==> src/rtl/down_counter_timer.sv <==
// Loadable synchronous down-counter/timer with terminal-count pulse, pause/resume
// and optional auto-reload for periodic operation.
module down_counter_timer #(
    parameter int WIDTH = 4
) (
    input  logic             clk,
    input  logic             reset,
    input  logic             clear,
    input  logic             load,
    input  logic [WIDTH-1:0] load_val,
    input  logic             start,
    input  logic             stop,
    input  logic             tick,
    input  logic             auto_reload,
    output logic [WIDTH-1:0] q,
    output logic             tc,
    output logic             busy,
    output logic             paused,
    output logic             done
);

    typedef enum logic [1:0] {
        ST_IDLE = 2'd0,
        ST_RUN  = 2'd1,
        ST_HOLD = 2'd2,
        ST_DONE = 2'd3
    } state_t;

    localparam logic [WIDTH-1:0] ZERO_C = {WIDTH{1'b0}};
    localparam logic [WIDTH-1:0] ONE_C  = {{(WIDTH-1){1'b0}}, 1'b1};

    state_t           state_r;
    logic [WIDTH-1:0] q_r;
    logic [WIDTH-1:0] reload_r;
    logic             tc_r;
    logic             busy_r;
    logic             paused_r;
    logic             done_r;

    // Status flags {busy, paused, done} for a given state; all zero in IDLE.
    function automatic logic [2:0] flags_f(input state_t st);
        logic [2:0] f;
        case (st)
            ST_RUN:  f = 3'b100;
            ST_HOLD: f = 3'b010;
            ST_DONE: f = 3'b001;
            default: f = 3'b000;
        endcase
        return f;
    endfunction

    // Control FSM, counter, reload register and registered status outputs.
    always_ff @(posedge clk or posedge reset) begin
        if (reset) begin
            state_r  <= ST_IDLE;
            q_r      <= ZERO_C;
            reload_r <= ZERO_C;
            tc_r     <= 1'b0;
            busy_r   <= 1'b0;
            paused_r <= 1'b0;
            done_r   <= 1'b0;
        end else begin
            tc_r <= 1'b0;
            if (clear) begin
                state_r                     <= ST_IDLE;
                q_r                         <= ZERO_C;
                {busy_r, paused_r, done_r}  <= flags_f(ST_IDLE);
            end else if (load) begin
                reload_r <= load_val;
                q_r      <= load_val;
            end else if (stop) begin
                if (state_r == ST_RUN) begin
                    state_r                    <= ST_HOLD;
                    {busy_r, paused_r, done_r} <= flags_f(ST_HOLD);
                end else begin
                    state_r <= state_r;
                end
            end else if (start && (state_r != ST_RUN)) begin
                case (state_r)
                    ST_HOLD: begin
                        state_r                    <= ST_RUN;
                        {busy_r, paused_r, done_r} <= flags_f(ST_RUN);
                    end
                    ST_IDLE, ST_DONE: begin
                        // A zero reload value terminates immediately.
                        q_r <= reload_r;
                        if (reload_r == ZERO_C) begin
                            state_r                    <= ST_DONE;
                            tc_r                       <= 1'b1;
                            {busy_r, paused_r, done_r} <= flags_f(ST_DONE);
                        end else begin
                            state_r                    <= ST_RUN;
                            {busy_r, paused_r, done_r} <= flags_f(ST_RUN);
                        end
                    end
                    default: begin
                        state_r                    <= ST_IDLE;
                        {busy_r, paused_r, done_r} <= flags_f(ST_IDLE);
                    end
                endcase
            end else if (tick && (state_r == ST_RUN)) begin
                // q of 0 (loaded mid-run) is treated as terminal so it never wraps.
                if (q_r > ONE_C) begin
                    q_r <= q_r - ONE_C;
                end else begin
                    tc_r <= 1'b1;
                    if (auto_reload) begin
                        q_r <= reload_r;
                    end else begin
                        q_r                        <= ZERO_C;
                        state_r                    <= ST_DONE;
                        {busy_r, paused_r, done_r} <= flags_f(ST_DONE);
                    end
                end
            end else begin
                state_r <= state_r;
            end
        end
    end

    assign q      = q_r;
    assign tc     = tc_r;
    assign busy   = busy_r;
    assign paused = paused_r;
    assign done   = done_r;

endmodule

==> config.mk <==
export PLATFORM = sky130hd
export DESIGN_NAME = down_counter_timer
export DESIGN_NICKNAME = d
export VERILOG_FILES = /design/src/rtl/down_counter_timer.sv
export SDC_FILE = /design/constraint.sdc
export NUM_CORES = 1
export LEC_CHECK = 0
export ABC_AREA = 1
export CORE_MARGIN = 2
export CORE_UTILIZATION = 53
export CTS_CLUSTER_SIZE = 28
export DETAILED_ROUTE_END_ITERATION = 10
export PLACE_DENSITY = 0.81
export SETUP_SLACK_MARGIN = 0.5
export SLEW_MARGIN = 5
export SYNTH_ARGS = -nofsm -noshare
export SYNTH_HDL_FRONTEND = slang
export SYNTH_SLANG_ARGS = --single-unit
==> constraint.sdc <==
create_clock -name clk -period 2.25 [get_ports clk]
set_input_delay 0.45 -clock clk [delete_from_list [all_inputs] [get_ports clk]]
set_output_delay 0.45 -clock clk [all_outputs]
set_load 0.02 [all_outputs]
==> metrics.yaml, run 1 <==
initialDrtViolationCount: 19
grtUsageTotal: 0.205
start_kind: "flop"
synth-adder-area-share: 0.0669
yosys_register_bits: 14
cap_viol_max_count: 0
clock_latency_ns: 0.27
finalWirelength_um: 1910
tritoncts.num_buffers: 3
place_congestion: 0.872
setup.worst_path.class: "reg -> out"
fin_setup_tns_ns: 0
route.detailed.drc: 0
timing.final.crit_period_ns: 1.68
post-cts-setup-buffer-count: 0
timing.critical_path.required_ns: 1.80
cp_num_buf_inv: 1
dieHeight_um: 46.0
detailedRoute.firstPassIterationCount: 4
diodes: 0
slew_headroom: 0.641
synth-compound-area-share: 0.0950
critical_path.max_fanout: 2
max_freq_mhz: 594
layout-drive-gt1-share: 0.0926
cts_htree_levels: 1
multiInputGateArea_sq_um: 483
antenna_found_initial: 0
std_cell_rows: 15
first_pass_grt_wire_length_um: 3080
first_global_vias: 743
cts.hold.buffers_added: 0
number_of_instances_on_the_worst_hold_path: 2
final.hold.worst_slack_ns: 0.499
cts.clk_slew.worst_paths_ns: 0.08
syn_avg_cell_area_sq_um: 6.68
most_frequent_standard_cell_in_the_layout_excluding_fill_and_tap_cells: "nand2_1"
slowest_cell_on_the_critical_path: "clkdlybuf4s50_1"
p_leak_uw: 0.000657
grt_overflow_total: 0
post_drt_via_cell_ratio: 4.98
largest_net_degree_at_the_start_of_global_routing: 15
start_util: 0.553
cts_root_buffer: "clkbuf_4"
worst_hold_path_type: "reg -> reg"
met3_length_um: 52
area_delta_synth_final_pct: 24.9
port_buffers: 19
slew_violations: 0
final_min_period_over_clock_period: 0.748
finClkSkew_ns: 0.00185
sequential_cell_area_sq_um: 350
seq_area_frac_synth: 0.375
fill_cells: 142
drt-wirelength-per-cell_um: 10.7
result_of_the_run: "complete, no violations"
worst_ep_arrival_time_ns: 1.23
route.met2.wl_um: 842
final-hold-violation-count: 0
core_area_sq_mm: 0.00169
critical_path_cell_count: 1
ctsLongestPathBuffers: 2
drt-met1-wl_um: 976
grt_setup_unrepaired: "no"
p_per_area_mw_per_mm2: 682
critical_path.cell_chain: "clkdlybuf4s50_1"
top_metal_layer_carrying_routed_signals: "met4"
ant_nets: 0
yosys.area_share.simple: 0.345
hpwl_um: 1560
num_vias: 891
tritoncts: "built"
netlist_area_sq_um: 935
critical_path.endpoint_type: "primary output"
main_combinational_cell_family_by_area_after_synthesis: "simple AND/OR/NAND/NOR gates"
die_w_um: 46.0
synth.distinct_cells: 16
design.portCount: 20
finalSetupViolations: 0
reg2reg_setup_slack_ns: 0.69
synth-xor-area-share: 0.00937
worst_ir_drop_vdd_mv: 0.352
synthesis.instances: 140
tightest_slew_ns: 0.538
mostFrequentLayoutCells: "nand2_1, inv_1, nor2_1, clkdlybuf4s50_1, dfrtp_1"
finalNetCount: 181
cpLargestDelayFamily: "buffers and inverters"
cts.sinks: 14
timing.reg2reg.worst_path_depth: 11
yosysWarnings: 0
yosys-mux-area-fraction: 0
largest_stage_delay_worst_path_ns: 0.61
die_area_sq_mm: 0.00212
synthesis.nets: 157
## path summary, 6_finish.rpt
kind,startpoint,to
min in group asynchronous,reset,q[0]
min,paused,paused
max in group asynchronous,reset,state_r[0]
min reg2reg,paused,paused
max,done,done
max reg2reg,q[0],q[3]
## cell families after synthesis
kind of cell	after synthesis
buffers and inverters	27
AOI/OAI and AO/OA	17
and+or+nand+nor	76
adders and majority gates	5
DFF	14
xor gates and xnor gates	1
## synth_stat cells, drive strengths merged
library cell	instances	share of area
nor2	19	0.087
ha	5	0.067
inv	27	0.11
nand3	12	0.070
a21oi	7	0.037
o21ai	10	0.058
dfrtp	14	0.37
nand2	45	0.19
xor2	1	0.0094
## metrics by stage
| step | setup slack, ns | util | total power [uW] | cell area, sq um | std cells |
|---|---|---|---|---|---|
| 2_1_floorplan | 0.784 | - | 553 | 935 | 140 |
| 3_3_place_gp | 0.502 | 0.679 | 664 | 1150 | 176 |
| 3_5_place_dp | 0.480 | 0.679 | 673 | 1150 | 176 |
| 4_1_cts | 0.505 | 0.690 | 802 | 1160 | 179 |
| 5_1_grt | 0.527 | 0.691 | 860 | 1170 | 179 |
| 6_report | 0.567 | 0.691 | 796 | 1170 | 179 |
## registers in the layout, summed over array words and instances (netlist names)
signal,flops
busy,1
paused,1
tc,1
reload_r,4
q,4
done,1
state_r,2
## area by class of cell
type	count	share of cell area
Inverter	27	0.0868
Sequential cell	14	0.300
Tap cell	17	0.0182
Timing Repair Buffer	19	0.162
Multi-Input combinational cell	99	0.414
Clock buffer	3	0.0193
## where the power goes
group          internal, uW  leakage, uW  total [uW]  switching [uW]
Combinational           133     0.000466         334             201
Sequential              290     0.000178         325            35.2
Clock                  62.0    0.0000138         137            75.3
## worst register-to-register path: stages, from the launching register on
cell and delay [ns]:
dfrtp_1 0.40, inv_1 0.11, ha_1 0.24, inv_1 0.06, nand2_1 0.04, nand2_1 0.10
nand2_2 0.12, inv_2 0.10, nand2_1 0.06, nand2_1 0.05, nand2_1 0.05, a21oi_1 0.15
## timing repair
action	in CTS	in global routing
endpoints found under the hold margin	0	0
endpoints found under the setup margin	3	1
resized for setup	3	1
## per-layer routing
layer  vias to the layer above  global-route usage
met5                         -                   0
met4                         0              0.0857
met3                         6              0.0238
met2                        18               0.294
met1                       392               0.307
li1                        475                   -
Power figures use the tool's default switching activity.
==> inputs of run 2 (changes only) <==
--- a/config.mk
+++ b/config.mk
@@ -7,10 +7,10 @@
 export LEC_CHECK = 0
 export ABC_AREA = 1
 export CORE_MARGIN = 2
-export CORE_UTILIZATION = 53
+export CORE_UTILIZATION = 44
 export CTS_CLUSTER_SIZE = 28
 export DETAILED_ROUTE_END_ITERATION = 10
-export PLACE_DENSITY = 0.81
+export PLACE_DENSITY = 0.71
 export SETUP_SLACK_MARGIN = 0.5
 export SLEW_MARGIN = 5
 export SYNTH_ARGS = -nofsm -noshare
==> constraint.sdc (replaced) <==
create_clock -name clk -period 1.5 [get_ports clk]
set_input_delay 0.3 -clock clk [delete_from_list [all_inputs] [get_ports clk]]
set_output_delay 0.3 -clock clk [all_outputs]
set_load 0.02 [all_outputs]
==> metrics.yaml, run 2 (synthesis gave the netlist of run 1 again) <==
sequentialPowerShare: 0.307  # -0.102
cp_num_buf_inv: 2  # +1
drt-wirelength-per-cell_um: 11.7  # +10%
final_cells: 217  # +21%
layout.cell_area.non_filler_sq_mm: 0.00157  # +35%
ant_nets: 0  # unchanged
finish.utilization: 0.793  # +0.102
slew_violations: 0  # unchanged
cts_htree_levels: 1  # unchanged
antenna_found_initial: 0  # unchanged
std_cell_rows: 16  # +1
result_of_the_run: "complete, no violations"
slew_headroom: 0.853  # +0.212
critical_path.cell_chain: "inv_4 > ha_4 > inv_2 > nand2_2 > nand2_4 > o21ai_4 > nand2_4 > nand2_2 > o21ai_2"
r2r-start: "q[0]"
grt_overflow_total: 0  # unchanged
slowest_cell_on_the_critical_path: "dfrtp_2"
most_frequent_standard_cell_in_the_layout_excluding_fill_and_tap_cells: "nand2_1"
power_report.internal_total_uw: 1000  # +110%
critical_path.max_fanout: 8  # +6
p_per_area_mw_per_mm2: 1040  # +52%
ctsLongestPathBuffers: 2  # unchanged
diodes: 0  # unchanged
core_area_sq_mm: 0.00198  # +17%
worst_ir_drop_vdd_mv: 0.823  # +130%
critical_path.endpoint_type: "flop"
largest_net_degree_at_the_start_of_global_routing: 15  # unchanged
final_min_period_over_clock_period: 0.937
timing.critical_path.required_ns: 1.68  # -0.12 ns
die_w_um: 50.1  # +8.9%
finalSetupViolations: 0  # unchanged
p_leak_uw: 0.000813  # +24%
tritoncts: "built"
r2r-end: "state_r[1]"
finalWirelength_um: 2550  # +33%
finClkSkew_ns: 0.00119  # -0.000660 ns
groute.layer.met1.usage: 0.270  # -0.0375
place_congestion: 0.902  # +3.4%
timing.reg2reg.worst_path_depth: 9  # -2
clkPwrFrac: 0.172  # about the same
combinational_power_share: 0.521  # +0.102
dieHeight_um: 50.1  # +8.9%
setup.worst_path.class: "reg -> reg"
die_area_sq_mm: 0.00251  # +19%
area_delta_synth_final_pct: 68.1
hpwl_um: 1710  # +10%
worst_hold_path_type: "in -> async"
cts_root_buffer: "clkbuf_4"
cts.sinks: 14  # unchanged
first_pass_grt_wire_length_um: 4120  # +34%
start_kind: "flop"
placed_instance_area_sq_mm: 0.00124  # +7.9%
grtUsageTotal: 0.211  # +0.00555
route.detailed.drc: 0  # unchanged
tightest_slew_ns: 0.218  # -0.320 ns
max_freq_mhz: 711
fin_setup_tns_ns: 0  # unchanged
grt_setup_unrepaired: "yes"
post_drt_via_cell_ratio: 4.74  # -4.7%
final-hold-violation-count: 0  # unchanged
port_buffers: 19  # unchanged
global_route.peak_usage_layer: "met2"
met3_usage: 0.0273  # +0.00346
mostFrequentLayoutCells: "nand2_1, buf_4, inv_1, nor2_1, dfrtp_1"
start_util: 0.472  # -0.0817
cts.clk_slew.worst_paths_ns: 0.09  # about the same
tritoncts.num_buffers: 3  # unchanged
worst_ep_arrival_time_ns: 1.59  # +0.36 ns
globalRouteMet2Util: 0.375  # +0.0806
post-place-cells: 194  # +10%
cap_viol_max_count: 0  # unchanged
reg2reg_setup_slack_ns: 0.09  # -0.60 ns
timing.final.crit_period_ns: 1.41
swShare: 0.386  # -0.00482
num_vias: 1029  # +15%
design.portCount: 20  # unchanged
layout-drive-gt1-share: 0.437  # +0.344
power.net_switching_uw: 628  # +100%
detailedRoute.firstPassIterationCount: 4  # unchanged
cts.hold.buffers_added: 0  # unchanged
cpLargestDelayFamily: "flip-flops"
first_global_vias: 965  # +30%
clock_latency_ns: 0.29  # +0.02 ns
initialDrtViolationCount: 9  # -10
finalNetCount: 208  # +15%
largest_stage_delay_worst_path_ns: 0.46  # -0.15 ns
run 2: metrics by stage:
stage	setup WS (ns)	total power (uW)	hold slack [ns]
floorplan	0.136	850	0.189
global placement	-0.108	1040	0.477
detailed placement	-0.132	1060	0.485
CTS	0.102	1490	0.312
global route	0.00361	1750	0.342
finish	0.0938	1630	0.308
run 2: how the worst max path moves through the flow:
| stage | start | end | slack (ns) | cells after the start |
|---|---|---|---|---|
| floorplan | q[1] | busy | 0.14 | 9 |
| global placement | start | state_r[1] | -0.11 | 8 |
| detailed placement | start | state_r[1] | -0.13 | 8 |
| CTS | q[0] | busy | 0.10 | 9 |
| global route | state_r[1] | done | 0.004 | 8 |
| finish | q[0] | state_r[1] | 0.09 | 9 |
run 2: power groups by stage:
stage               Combinational, uW  Sequential [uW]  Clock (uW)
detailed placement                557              503           0
global placement                  542              501           0
floorplan                         315              535           0
finish                            848              500         280
global route                      936              507         305
CTS                               709              500         284
run 2: layout make-up:
type / instances / area, sq um
Fill cell: 118 / 410
Multi-Input combinational cell: 99 / 636
Tap cell: 27 / 33.8
Clock buffer: 4 / 36.3
Timing Repair Buffer: 46 / 400
Inverter: 27 / 111
Sequential cell: 14 / 354
run 2: routing by layer:
| layer | wire (um) | up-vias |
|---|---|---|
| met4 | 19 | 0 |
| met3 | 52 | 2 |
| met1 | 1120 | 477 |
| met5 | 0 | - |
| met2 | 1360 | 17 |
| li1 | - | 533 |
run 2: what timing repair did:
action / 4_1_cts / 5_1_grt
endpoints found under the setup margin: 22 / 18
setup buffers: 12 / 7
resized for setup: 62 / 29
pin swaps: 15 / 14
cloned: 0 / 0
run 2: worst register-to-register path, delay by kind of cell, from the launching register on:
family | cells | cell delay, ns
compound gates | 2 | 0.26
fa+ha+maj | 1 | 0.12
buf+inv | 2 | 0.11
flops | 1 | 0.46
simple gates | 4 | 0.36
==> inputs of run 3 (changes only) <==
==> constraint.sdc (replaced) <==
create_clock -name clk -period 1.5 [get_ports clk]
set_input_delay 0.3 -clock clk [delete_from_list [all_inputs] [get_ports clk]]
set_output_delay 0.3 -clock clk [all_outputs]
set_load 0.05 [all_outputs]
==> metrics.yaml, run 3 (synthesis gave the netlist of run 1 again) <==
result_of_the_run: "complete, no violations"
finalWirelength_um: 2550  # +0.31%
ctsLongestPathBuffers: 2  # unchanged
worst_ir_drop_vdd_mv: 0.803  # -2.5%
combinational_power_share: 0.550  # +0.029
slowest_cell_on_the_critical_path: "dfrtp_1"
cts.sinks: 14  # unchanged
start_kind: "flop"
route.detailed.drc: 0  # unchanged
mostFrequentLayoutCells: "nand2_1, buf_4, inv_1, nor2_1"
p_per_area_mw_per_mm2: 1080  # +4.1%
cap_viol_max_count: 0  # unchanged
detailedRoute.firstPassIterationCount: 5  # +1
clkPwrFrac: 0.146  # -0.026
first_global_vias: 909  # -5.8%
tritoncts.num_buffers: 3  # unchanged
setup.worst_path.class: "reg -> reg"
most_frequent_standard_cell_in_the_layout_excluding_fill_and_tap_cells: "nand2_1"
tightest_slew_ns: 0.232  # +0.0140 ns
fin_ws_ns: 0.0870  # -0.00675 ns
grtUsageTotal: 0.202  # -0.00893
cts_htree_levels: 1  # unchanged
power_report.internal_total_uw: 968  # -3.2%
area_delta_synth_final_pct: 66.4
critical_path.endpoint_type: "flop"
max_freq_mhz: 708  # -0.48%
finish.utilization: 0.785  # -0.00821
grt_overflow_total: 0  # unchanged
diodes: 0  # unchanged
slew_headroom: 0.844  # -0.00944
die_w_um: 50.1  # unchanged
dieHeight_um: 50.1  # unchanged
p_leak_uw: 0.000793  # -2.6%
slew_violations: 0  # unchanged
tritoncts: "built"
die_area_sq_mm: 0.00251  # unchanged
grt_setup_unrepaired: "yes"
critical_path.cell_chain: "buf_4 > buf_4 > ha_1 > inv_1 > nand3_1 > nor2_2 > nor2_2 > nor2_1"
largest_stage_delay_worst_path_ns: 0.44  # -0.02 ns
timing.reg2reg.worst_path_depth: 8  # -1
largest_net_degree_at_the_start_of_global_routing: 15  # unchanged
hpwl_um: 1770  # +3.1%
power.net_switching_uw: 709  # +13%
std_cell_rows: 16  # unchanged
fin_setup_tns_ns: 0  # unchanged
clock_latency_ns: 0.29  # about the same
num_vias: 1016  # -1.3%
layout-drive-gt1-share: 0.383  # -0.0543
ant_nets: 0  # unchanged
cts.clk_slew.worst_paths_ns: 0.10  # about the same
design.portCount: 20  # unchanged
worst_ep_arrival_time_ns: 1.63  # +0.04 ns
post_drt_via_cell_ratio: 4.84  # +2.0%
core_area_sq_mm: 0.00198  # unchanged
start_util: 0.472  # unchanged
finalNetCount: 201  # -3.4%
place_congestion: 0.881  # -2.3%
timing.final.crit_period_ns: 1.41  # +0.00675 ns
sequentialPowerShare: 0.305  # -0.002
worst_slack_at_placement_ns: -0.0802  # +0.0514 ns
first_pass_grt_wire_length_um: 3810  # -7.6%
finalSetupViolations: 0  # unchanged
swShare: 0.423  # +0.0368
cts_root_buffer: "clkbuf_4"
final-hold-violation-count: 0  # unchanged
timing.critical_path.required_ns: 1.72  # +0.04 ns
initialDrtViolationCount: 31  # +22
finClkSkew_ns: 0.0102  # +0.00902 ns
port_buffers: 19  # unchanged
worst_hold_path_type: "in -> async"
antenna_found_initial: 0  # unchanged
critical_path.max_fanout: 3  # -5
drt-wirelength-per-cell_um: 12.2  # +3.7%
final_min_period_over_clock_period: 0.942  # +0.00450
run 3: layout make-up:
class | count | area, sq um
sequential | 14 | 355
timing repair buffer | 39 | 422
multi-input combinational | 99 | 612
clock buffer | 4 | 26.3
fill | 133 | 427
tap | 27 | 33.8
inverter | 27 | 106
run 3: layer usage:
metal / vias to the layer above / wire length (um) / global-route usage
li1: 520 / - / -
met1: 451 / 1090 / 0.264
met2: 37 / 1300 / 0.333
met3: 8 / 109 / 0.0182
met4: 0 / 59 / 0.0926
met5: - / 0 / 0
run 3: final timing paths:
check / from / to / slack [ns]
worst min register to register: reload_r[1] / reload_r[1] / 0.56
worst min-delay path: reset / q[2] / 0.29
min in group clk: clear / paused / 0.56
max in group asynchronous: reset / q[3] / 1.01
worst max register to register: state_r[0] / busy / 0.09
worst max-delay path: state_r[0] / busy / 0.09
run 3: metrics by stage:
stage	total power (uW)	std cells	hold WS, ns	cell area (sq um)
floorplan	933	140	0.189	952
CTS	1560	206	0.305	1440
global placement	1230	197	0.496	1340
global route	1780	210	0.349	1560
detailed placement	1250	197	0.505	1340
finish	1680	210	0.290	1560
run 3: repair_timing:
action,CTS,global route
hold buffers,0,0
buffers inserted,5,4
pin swaps,5,8
setup endpoints to repair,22,18
resized for setup,17,19
run 3: power by group through the flow:
| stage | registers, uW | clock network [uW] | logic (uW) |
|---|---|---|---|
| 6_report | 511 | 245 | 922 |
| 5_1_grt | 516 | 265 | 1000 |
| 4_1_cts | 505 | 243 | 815 |
| 3_5_place_dp | 515 | 0 | 732 |
| 3_3_place_gp | 510 | 0 | 724 |
| 2_1_floorplan | 617 | 0 | 315 |
run 3: worst max-delay path, delay by kind of cell, from the launching register on:
family / cells / cell delay [ns]
DFF: 1 / 0.44
and+or+nand+nor: 4 / 0.32
adders and majority gates: 1 / 0.21
buffers and inverters: 3 / 0.37
